==> config.mk <==
export PLATFORM = sky130hd
export DESIGN_NAME = otp_pad_feeder_flat
export DESIGN_NICKNAME = d
export VERILOG_FILES = /design/src/rtl/otp_pad_feeder_if.sv /design/src/rtl/otp_pad_feeder.sv /design/src/flat_wrapper.sv
export SDC_FILE = /design/constraint.sdc
export NUM_CORES = 1
export LEC_CHECK = 0
export BUFFER_PORTS_ARGS = -buffer_cell sky130_fd_sc_hd__buf_2
export CORE_UTILIZATION = 52
export DETAILED_ROUTE_END_ITERATION = 7
export GPL_TIMING_DRIVEN = 1
export PLACE_DENSITY = 0.78
export SYNTH_ARGS = -nofsm -noshare
export SYNTH_HDL_FRONTEND = slang
export SYNTH_SLANG_ARGS = --single-unit
==> constraint.sdc <==
create_clock -name clk -period 1.7 [get_ports clk]
set_input_delay 0.34 -clock clk [delete_from_list [all_inputs] [get_ports clk]]
set_output_delay 0.34 -clock clk [all_outputs]
set_load 0.02 [all_outputs]
==> src/rtl/otp_pad_feeder_if.sv <==
// Handshake bundle between the pad feeder, its seed/plaintext sources and the XOR stage.
// rnd / out_pad_m exist only when OTP_PAD_MASK_EN is defined.
interface otp_pad_feeder_if #(
    parameter int DATA_W = 8,
    parameter int LFSR_W = 16
);
    logic              seed_valid;
    logic [LFSR_W-1:0] seed;
    logic              seed_ready;
    logic              pt_valid;
    logic [DATA_W-1:0] pt_data;
    logic              pt_ready;
    logic              out_valid;
    logic [DATA_W-1:0] out_pt;
    logic [DATA_W-1:0] out_pad;
    logic              out_ready;
    logic              exhausted;
    logic [7:0]        pad_count;
`ifdef OTP_PAD_MASK_EN
    logic [DATA_W-1:0] rnd;
    logic [DATA_W-1:0] out_pad_m;

    modport master (
        output seed_valid, seed, pt_valid, pt_data, out_ready, rnd,
        input  seed_ready, pt_ready, out_valid, out_pt, out_pad, exhausted, pad_count, out_pad_m
    );
    modport slave (
        input  seed_valid, seed, pt_valid, pt_data, out_ready, rnd,
        output seed_ready, pt_ready, out_valid, out_pt, out_pad, exhausted, pad_count, out_pad_m
    );
`else
    modport master (
        output seed_valid, seed, pt_valid, pt_data, out_ready,
        input  seed_ready, pt_ready, out_valid, out_pt, out_pad, exhausted, pad_count
    );
    modport slave (
        input  seed_valid, seed, pt_valid, pt_data, out_ready,
        output seed_ready, pt_ready, out_valid, out_pt, out_pad, exhausted, pad_count
    );
`endif
endinterface

==> src/rtl/otp_pad_feeder.sv <==
// Pairs each plaintext byte with a one-time pad byte from a seeded 16-bit LFSR, capped at
// MAX_PADS pads per seed. OTP_PAD_MASK_EN: pad leaves only as two shares (pad^rnd, rnd).
module otp_pad_feeder #(
    parameter int DATA_W   = 8,
    parameter int LFSR_W   = 16,
    parameter int MAX_PADS = 255
) (
    input logic             clk,
    input logic             reset,
    otp_pad_feeder_if.slave bus
);
    localparam logic [LFSR_W-1:0] ZERO_SEED_SUB = LFSR_W'(16'hACE1);
    localparam logic [7:0]        PAD_LIMIT     = 8'(MAX_PADS);

    typedef enum logic [1:0] {
        IDLE      = 2'd0,
        RUN       = 2'd1,
        EXHAUSTED = 2'd2
    } state_e;

    state_e            state_q, state_d;
    logic [LFSR_W-1:0] lfsr_q, lfsr_d;
    logic [7:0]        pad_count_q, pad_count_d;
    logic              exhausted_q, exhausted_d;
    logic              out_valid_q, out_valid_d;
    logic [DATA_W-1:0] out_pt_q, out_pt_d;
    logic [DATA_W-1:0] out_pad_q, out_pad_d;
`ifdef OTP_PAD_MASK_EN
    logic [DATA_W-1:0] out_pad_m_q, out_pad_m_d;
`endif

    logic              seed_ready_s;
    logic              pt_ready_s;
    logic              seed_hs_s;
    logic              pt_hs_s;
    logic              out_hs_s;
    logic [7:0]        pad_inc_s;
    logic [DATA_W-1:0] pad_s;

    // One pad byte consumes DATA_W single LFSR steps, unrolled into one cycle.
    function automatic logic [LFSR_W-1:0] lfsr_advance(input logic [LFSR_W-1:0] s_in);
        logic [LFSR_W-1:0] s;
        s = s_in;
        for (int i = 0; i < DATA_W; i++) begin
            s = {s[LFSR_W-2:0], s[15] ^ s[13] ^ s[12] ^ s[10]};
        end
        return s;
    endfunction

    assign seed_ready_s = (state_q != RUN);
    assign pt_ready_s   = (state_q == RUN) && (!out_valid_q || bus.out_ready);
    assign seed_hs_s    = bus.seed_valid && seed_ready_s;
    assign pt_hs_s      = bus.pt_valid && pt_ready_s;
    assign out_hs_s     = out_valid_q && bus.out_ready;
    assign pad_inc_s    = pad_count_q + 8'd1;
`ifdef OTP_PAD_MASK_EN
    assign pad_s        = lfsr_q[DATA_W-1:0] ^ bus.rnd;
`else
    assign pad_s        = lfsr_q[DATA_W-1:0];
`endif

    // Next state of the seed/budget FSM, LFSR, counter and output pair register.
    always_comb begin
        state_d     = state_q;
        lfsr_d      = lfsr_q;
        pad_count_d = pad_count_q;
        exhausted_d = exhausted_q;
        out_valid_d = out_valid_q;
        out_pt_d    = out_pt_q;
        out_pad_d   = out_pad_q;
`ifdef OTP_PAD_MASK_EN
        out_pad_m_d = out_pad_m_q;
`endif
        case (state_q)
            IDLE, EXHAUSTED: begin
                if (seed_hs_s) begin
                    // An all-zero state would lock the LFSR, so substitute a known seed.
                    lfsr_d      = (bus.seed == '0) ? ZERO_SEED_SUB : bus.seed;
                    pad_count_d = 8'd0;
                    exhausted_d = 1'b0;
                    state_d     = RUN;
                end else begin
                    state_d     = state_q;
                end
            end
            RUN: begin
                if (pt_hs_s) begin
                    lfsr_d      = lfsr_advance(lfsr_q);
                    pad_count_d = pad_inc_s;
                    if (pad_inc_s == PAD_LIMIT) begin
                        state_d     = EXHAUSTED;
                        exhausted_d = 1'b1;
                    end else begin
                        state_d     = RUN;
                    end
                end else begin
                    state_d = RUN;
                end
            end
            default: begin
                state_d = IDLE;
            end
        endcase

        if (pt_hs_s) begin
            out_valid_d = 1'b1;
            out_pt_d    = bus.pt_data;
            out_pad_d   = pad_s;
`ifdef OTP_PAD_MASK_EN
            out_pad_m_d = bus.rnd;
`endif
        end else if (out_hs_s) begin
            out_valid_d = 1'b0;
        end else begin
            out_valid_d = out_valid_q;
        end
    end

    // State and output registers; reset drops any pending pair.
    always_ff @(posedge clk or negedge reset) begin
        if (!reset) begin
            state_q     <= IDLE;
            lfsr_q      <= '0;
            pad_count_q <= 8'd0;
            exhausted_q <= 1'b0;
            out_valid_q <= 1'b0;
            out_pt_q    <= '0;
            out_pad_q   <= '0;
`ifdef OTP_PAD_MASK_EN
            out_pad_m_q <= '0;
`endif
        end else begin
            state_q     <= state_d;
            lfsr_q      <= lfsr_d;
            pad_count_q <= pad_count_d;
            exhausted_q <= exhausted_d;
            out_valid_q <= out_valid_d;
            out_pt_q    <= out_pt_d;
            out_pad_q   <= out_pad_d;
`ifdef OTP_PAD_MASK_EN
            out_pad_m_q <= out_pad_m_d;
`endif
        end
    end

    assign bus.seed_ready = seed_ready_s;
    assign bus.pt_ready   = pt_ready_s;
    assign bus.out_valid  = out_valid_q;
    assign bus.out_pt     = out_pt_q;
    assign bus.out_pad    = out_pad_q;
    assign bus.exhausted  = exhausted_q;
    assign bus.pad_count  = pad_count_q;
`ifdef OTP_PAD_MASK_EN
    assign bus.out_pad_m  = out_pad_m_q;
`endif

endmodule

==> src/flat_wrapper.sv <==
// flat-port wrapper written by rule: the top's interface ports become plain ports
module otp_pad_feeder_flat 
#(
    parameter int DATA_W   = 8,
    parameter int LFSR_W   = 16,
    parameter int MAX_PADS = 255
)
  (clk, reset, bus_seed_valid, bus_seed, bus_pt_valid, bus_pt_data, bus_out_ready, bus_seed_ready, bus_pt_ready, bus_out_valid, bus_out_pt, bus_out_pad, bus_exhausted, bus_pad_count);
  otp_pad_feeder_if #(.DATA_W(DATA_W), .LFSR_W(LFSR_W)) bus_i ();
  input logic clk;
  input logic reset;
  input wire logic [$bits(bus_i.seed_valid)-1:0] bus_seed_valid;
  input wire logic [$bits(bus_i.seed)-1:0] bus_seed;
  input wire logic [$bits(bus_i.pt_valid)-1:0] bus_pt_valid;
  input wire logic [$bits(bus_i.pt_data)-1:0] bus_pt_data;
  input wire logic [$bits(bus_i.out_ready)-1:0] bus_out_ready;
  output wire logic [$bits(bus_i.seed_ready)-1:0] bus_seed_ready;
  output wire logic [$bits(bus_i.pt_ready)-1:0] bus_pt_ready;
  output wire logic [$bits(bus_i.out_valid)-1:0] bus_out_valid;
  output wire logic [$bits(bus_i.out_pt)-1:0] bus_out_pt;
  output wire logic [$bits(bus_i.out_pad)-1:0] bus_out_pad;
  output wire logic [$bits(bus_i.exhausted)-1:0] bus_exhausted;
  output wire logic [$bits(bus_i.pad_count)-1:0] bus_pad_count;
  assign bus_i.seed_valid = bus_seed_valid;
  assign bus_i.seed = bus_seed;
  assign bus_i.pt_valid = bus_pt_valid;
  assign bus_i.pt_data = bus_pt_data;
  assign bus_i.out_ready = bus_out_ready;
  assign bus_seed_ready = bus_i.seed_ready;
  assign bus_pt_ready = bus_i.pt_ready;
  assign bus_out_valid = bus_i.out_valid;
  assign bus_out_pt = bus_i.out_pt;
  assign bus_out_pad = bus_i.out_pad;
  assign bus_exhausted = bus_i.exhausted;
  assign bus_pad_count = bus_i.pad_count;
  otp_pad_feeder #(.DATA_W(DATA_W), .LFSR_W(LFSR_W), .MAX_PADS(MAX_PADS)) u_core (.clk(clk), .reset(reset), .bus(bus_i));
endmodule
==> results of run 1 <==
final cells by class:
type / instances / area share
Tap cell: 50 / 0.02364
Clock buffer: 5 / 0.02600
Clock inverter: 3 / 0.01608
Timing Repair Buffer: 65 / 0.1371
Sequential cell: 44 / 0.4161
Inverter: 4 / 0.006147
Multi-Input combinational cell: 171 / 0.3749
sequential cells by signal, summed over array words and instances, names as in the netlist:
| signal | cells |
|---|---|
| u_core.bus.exhausted | 1 |
| u_core.bus.out_pad | 8 |
| u_core.bus.out_pt | 8 |
| u_core.bus.out_valid | 1 |
| u_core.bus.pad_count | 8 |
| u_core.lfsr_q | 16 |
| u_core.state_q | 2 |
Yosys cell counts:
master | number | share of area
nand2_1 | 80 | 0.14
dfrtp_1 | 44 | 0.51
o21ai_0 | 15 | 0.035
xnor2_1 | 15 | 0.061
o22ai_1 | 9 | 0.026
buf_2 | 6 | 0.014
xor2_1 | 6 | 0.024
a22oi_1 | 5 | 0.017
mux2i_1 | 4 | 0.018
nor4_1 | 4 | 0.012
a21o_1 | 3 | 0.010
inv_1 | 3 | 0.0052
a21oi_1 | 2 | 0.0046
and2_1 | 2 | 0.0058
and3_1 | 2 | 0.0058
buf_6 | 2 | 0.010
ha_1 | 2 | 0.012
nand2b_1 | 2 | 0.0058
nor2_1 | 2 | 0.0035
nor3_1 | 2 | 0.0046
nor3b_1 | 2 | 0.0069
o21bai_1 | 2 | 0.0069
a31o_2 | 1 | 0.0040
a31oi_4 | 1 | 0.0098
a41o_1 | 1 | 0.0046
and2b_1 | 1 | 0.0035
and3_4 | 1 | 0.0052
buf_4 | 1 | 0.0035
clkbuf_1 | 1 | 0.0017
clkinv_1 | 1 | 0.0017
nand3_1 | 1 | 0.0023
nand3_2 | 1 | 0.0046
nand4_1 | 1 | 0.0029
nor2b_1 | 1 | 0.0029
o2111ai_4 | 1 | 0.012
o21a_1 | 1 | 0.0035
o21ai_1 | 1 | 0.0023
path summary, 6_finish.rpt:
| kind | end | startpoint | slack [ns] |
|---|---|---|---|
| worst max-delay path | bus_pt_ready | u_core.state_q[1] | 0.06 |
| worst min-delay path | u_core.bus.out_pt[0] | bus_pt_data[0] | 0.22 |
| worst max register to register | u_core.state_q[0] | u_core.bus.pad_count[0] | 0.15 |
| worst min register to register | u_core.bus.out_pad[6] | u_core.bus.out_pad[6] | 0.47 |
| max in group asynchronous | u_core.bus.pad_count[0] | reset | 0.70 |
| min in group asynchronous | u_core.bus.out_pt[0] | reset | 0.51 |
worst reg2reg max path: stages (launching register included):
cell and delay [ns]:
dfrtp_1 0.42, ha_1 0.26, xnor2_1 0.14, nor3_1 0.25, o2111ai_4 0.17, a21o_1 0.20
power by group through the flow:
stage	sequential [uW]	combinational [uW]	clock, uW
global route	1770	1980	863
finish	1730	1760	797
detailed placement	1740	1750	0
floorplan	1870	1140	0
CTS	1720	1780	817
global placement	1720	1740	0
cells by family (layout without fill, tap and decap cells):
| logic type | after synthesis | in the layout | synth area share |
|---|---|---|---|
| simple gates | 102 | 102 | 0.2039 |
| flops | 44 | 44 | 0.5084 |
| compound gates | 42 | 42 | 0.1363 |
| xor+xnor | 21 | 21 | 0.08492 |
| buf+inv | 14 | 77 | 0.03639 |
| mux | 4 | 4 | 0.01849 |
| fa+ha+maj | 2 | 2 | 0.01155 |
stage by stage:
stage,power [uW],utilization
after floorplan,3010,-
after global routing,4619,0.6616
after CTS,4315,0.6603
after global placement,3461,0.6293
final,4292,0.6616
after detailed placement,3495,0.6293
what timing repair did:
action	in CTS	in global routing
setup endpoints to repair	2	1
cloned	0	0
resized for setup	2	1
hold endpoints to repair	17	0
hold buffers	1	0
per-layer routing:
layer	wire, um	vias up
li1	-	888
met1	2221	837
met2	2112	60
met3	260	6
met4	61	0
met5	0	-
==> results.ini, run 1 <==
[drt]
drtIter0Drc = 116
first_pass_iters = 4
vias_per_cell = 5.237
drtAntennaViolNets = 0
wire_per_inst_um = 13.61
finalWirelength_mm = 4.656
num_vias = 1791
drc_errors = 0

[timing]
fin_tns_setup_ns = 0
slew_headroom = 0.7169
fin_crit_ns = 1.644
setup_viol = 0
rsz0062_at_grt = false
tightest_slew_ns = 0.4247
worst_hold_slack_ns = 0.2186
drv_slew = 0
post-route-period-util = 0.9673
clock.fmax_mhz = 608.2
layout_setup_ws_ns = 0.05567
hold_violations = 0
fin_worst_skew_ns = 0.01084

[clocking]
numCtsBuffers = 5
htreeDepth = 2
clk_latency_ns = 0.30
post_cts_buffers = 0
cts_tree = built
cts_root_buf = clkbuf_8
clk_pin_slew_ns = 0.09
cts_buffer_depth = 2
cts_sinks = 44

[cells_and_area]
n_antenna_cell = 0
multi_input_area_sq_um = 992.2
fin_cells = 342
final_area_sq_um = 2646
syn_to_final_growth_pct = 22.18
nNetsFinal = 322
seq_area_sq_um = 1101
nFillCells = 336
layout_common_cells = nand2_1 (80), buf_2 (56), dfrtp_1 (44), xnor2_1 (15), o21ai_0 (15)
final_common_cell = nand2_1
drive_gt1_frac = 0.2740

[setup_path]
slowest_stage = dfrtp_1
cp_cell_sequence = and2b_2 -> and2_1 -> buf_2
crit_family = simple AND/OR/NAND/NOR gates
critical_path_class = reg -> out
crit_fanout = 6
worst_ep_required_time_ns = 1.36
start_kind = flip-flop
end_kind = output pin
path_depth = 3
path_buf_inv = 1
slowest_delay_ns = 0.37
r2r_cells = 5
worst_ep_arrival_time_ns = 1.30

[place]
port_buffers = 56
gp_congestion = 0.8529
dpl.hpwl_mm = 3.334
pre_cts_slack_ns = 0.08340
placedCellCount = 333
placed_cell_area_sq_um = 2517

[global_routing]
grtUsageMet1 = 0.3300
globalRouteTotalUtil = 0.2299
grt_pass1_wl_mm = 7.410
grt_use_met2 = 0.3329
grt.busiest_layer = met2
grt_max_degree = 28
grt_overflow = 0
grt_use_met3 = 0.06507
antenna_found_initial = 0
grt_pass1_vias = 1565

[synthesis]
syn_avg_cell_area_sq_um = 9.458
ys_seq_elements = 44
yosysWarnings = 0
synthCells = 229
syn_nets = 260
netlist_area_sq_um = 2166
synth-seq-area-share = 0.5084
ys_types = 37

[power_and_ir_drop]
ir_drop_mv = 0.8997
leakage_uw = 0.001371
p_sw_frac = 0.3835
p_int_uw = 2646
combPwrFrac = 0.411
clockPowerShare = 0.186
power-per-cell-area_nw_per_um2 = 1622
seqPwrFrac = 0.403
switching_power_uw = 1646

[min_path]
hold_path.class = in -> reg
hold_depth = 3

[floorplanning]
fp.dieH_um = 66.54
io_pins = 57
row_count = 23
die_w_um = 66.54
die_area_sq_um = 4427
start_util = 0.5414
fp.coreArea_sq_um = 4000

[run]
drv_cap = 0

[status]
status = finished clean

No activity file was read; power rests on OpenSTA's default activity.
==> run 2, diff against run 1 <==
- RECOVER_POWER: default -> 100
==> run 2 against run 1 <==
Compared with the run above:
- first-iteration DRC count is 16% lower
- cell count stayed put
- setup slack better by 0.032 ns
- global-route usage stayed put
- final area is 3.3% lower
- critical path type unchanged
==> results.ini, run 2 (same netlist as run 1, synthesis figures left out) <==
[floorplanning]
fp.dieH_um = 66.54  ; unchanged
die_w_um = 66.54  ; unchanged
fp.coreArea_sq_um = 4000  ; unchanged
row_count = 23  ; unchanged
start_util = 0.5414  ; unchanged
io_pins = 57  ; unchanged
die_area_sq_um = 4427  ; unchanged

[power_and_ir_drop]
clockPowerShare = 0.188  ; +0.002
p_int_uw = 2590  ; -2.1%
switching_power_uw = 1648  ; +0.10%
seqPwrFrac = 0.409  ; +0.006
combPwrFrac = 0.402  ; -0.009
ir_drop_mv = 0.9014  ; +0.19%
p_sw_frac = 0.3888  ; +0.005315
leakage_uw = 0.001265  ; -7.8%
power-per-cell-area_nw_per_um2 = 1655  ; +2.1%

[clocking]
cts_buffer_depth = 2  ; unchanged
cts_tree = built
cts_root_buf = clkbuf_8
cts_sinks = 44  ; unchanged
numCtsBuffers = 5  ; unchanged
clk_latency_ns = 0.31  ; about the same
clk_pin_slew_ns = 0.09  ; about the same
htreeDepth = 2  ; unchanged
post_cts_buffers = 0  ; unchanged

[global_routing]
grt_overflow = 0  ; unchanged
grt_pass1_wl_mm = 7.410  ; unchanged
antenna_found_initial = 0  ; unchanged
globalRouteTotalUtil = 0.2299  ; unchanged
grt_pass1_vias = 1565  ; unchanged
grt_max_degree = 28  ; unchanged

[setup_path]
worstReg2RegEnd = u_core.bus.exhausted
rr_startpoint = u_core.bus.pad_count[1]
cp_cell_sequence = and2b_2 -> and2_1 -> clkbuf_2
r2r_slack_ns = 0.13  ; -0.02 ns
worst_ep_arrival_time_ns = 1.27  ; -0.03 ns
crit_fanout = 6  ; unchanged
start_kind = flip-flop
worst_ep_required_time_ns = 1.36  ; about the same
r2r_cells = 5  ; unchanged
cp-startpoint = u_core.state_q[1]
end_kind = output pin
slowest_delay_ns = 0.37  ; about the same
endpoint = bus_pt_ready
slowest_stage = dfrtp_1
critical_path_class = reg -> out

[cells_and_area]
layout_common_cells = nand2_1 (80), dfrtp_1 (44), buf_2 (28), clkbuf_1 (28)
n_antenna_cell = 0  ; unchanged
top_register = u_core.lfsr_q
final_area_sq_um = 2560  ; -3.3%
final_common_cell = nand2_1
nFillCells = 352  ; +4.8%
drive_gt1_frac = 0.1678  ; -0.1062
nNetsFinal = 322  ; unchanged
syn_to_final_growth_pct = 18.20
largest_reg_flops = 16  ; unchanged

[timing]
drv_slew = 0  ; unchanged
hold_violations = 0  ; unchanged
rsz0062_at_grt = false
post-route-period-util = 0.9487  ; -0.01857
setup_viol = 0  ; unchanged
fin_worst_skew_ns = 0.01250  ; +0.001659 ns
fin_crit_ns = 1.613  ; -0.03158 ns
clock.fmax_mhz = 620.1  ; +2.0%
slew_headroom = 0.3535  ; -0.3634
fin_tns_setup_ns = 0  ; unchanged
tightest_slew_ns = 0.9698  ; +0.5451 ns

[place]
dpl.hpwl_mm = 3.334  ; unchanged
placed_cell_area_sq_um = 2517  ; unchanged
gp_congestion = 0.8529  ; unchanged
port_buffers = 56  ; unchanged

[drt]
drtIter0Drc = 97  ; -16%
vias_per_cell = 5.208  ; -0.56%
drtAntennaViolNets = 0  ; unchanged
finalWirelength_mm = 4.704  ; +1.0%
num_vias = 1781  ; -0.56%
drc_errors = 0  ; unchanged
first_pass_iters = 4  ; unchanged
wire_per_inst_um = 13.75  ; +1.0%

[min_path]
hold_path.class = in -> reg

[run]
drv_cap = 0  ; unchanged

[status]
status = finished clean

-- run 2: cell types whose count changed in the layout (fill, tap and decap cells not counted), sizes merged --
cell    previous run  this run
buf               64        34
clkbuf             5        35
-- run 2: how the worst min path moves through the flow --
stage	from	endpoint	depth (start not counted)
after floorplan	reset	u_core.bus.exhausted	0
after global placement	reset	u_core.bus.out_pt[0]	1
after detailed placement	reset	u_core.bus.out_pt[0]	1
after CTS	bus_pt_data[0]	u_core.bus.out_pt[0]	3
after global routing	bus_pt_data[4]	u_core.bus.out_pt[4]	3
final	bus_pt_data[0]	u_core.bus.out_pt[0]	3
-- run 2: per-layer routing --
metal  wire length [um]  GRT usage  vias to the layer above
li1                   -          -                      886
met4                 61    0.07713                        0
met3                259    0.06507                        6
met2               2100     0.3329                       58
met1               2283     0.3300                      831
met5                  0          0                        -
-- run 2: power by group through the flow --
stage / Combinational, uW / Clock (uW) / Sequential (uW)
2_1_floorplan: 1140 / 0 / 1870
3_3_place_gp: 1740 / 0 / 1720
3_5_place_dp: 1750 / 0 / 1740
4_1_cts: 1780 / 817 / 1720
5_1_grt: 1920 / 863 / 1780
6_report: 1700 / 799 / 1730
-- run 2: area by class of cell --
cell class	instances	area, sq um	share of cell area
Clock buffer	5	68.82	0.02688
Clock inverter	3	42.54	0.01662
Inverter	4	16.27	0.006354
Multi-Input combinational cell	171	954.7	0.3729
Sequential cell	44	1101	0.4301
Tap cell	50	62.56	0.02444
Timing Repair Buffer	65	314.1	0.1227
-- run 2: timing repair --
item                                    in CTS  in global routing
endpoints found under the setup margin       2                  1
endpoints found under the hold margin       17                  0
pin swaps                                    0                  0
resized for setup                            2                  1
hold buffers                                 1                  0
-- run 2: critical path: cells and delay by family, from the launching register on --
kind	cells	cell delay [ns]
flip-flops	1	0.37
AND/OR/NAND/NOR	2	0.43
buffers and inverters	1	0.17
-- run 2: through the flow --
| step | util | power, uW | instances | worst slack [ns] | hold WS [ns] |
|---|---|---|---|---|---|
| 4_1_cts | 0.6603 | 4315 | 342 | 0.04752 | 0.2183 |
| 3_3_place_gp | 0.6293 | 3461 | 333 | 0.1339 | 0.2989 |
| 6_report | 0.6400 | 4238 | 342 | 0.08725 | 0.2170 |
| 5_1_grt | 0.6400 | 4559 | 342 | 0.02000 | 0.2216 |
| 2_1_floorplan | - | 3010 | 229 | 0.06690 | 0.04441 |
| 3_5_place_dp | 0.6293 | 3495 | 333 | 0.08340 | 0.3017 |
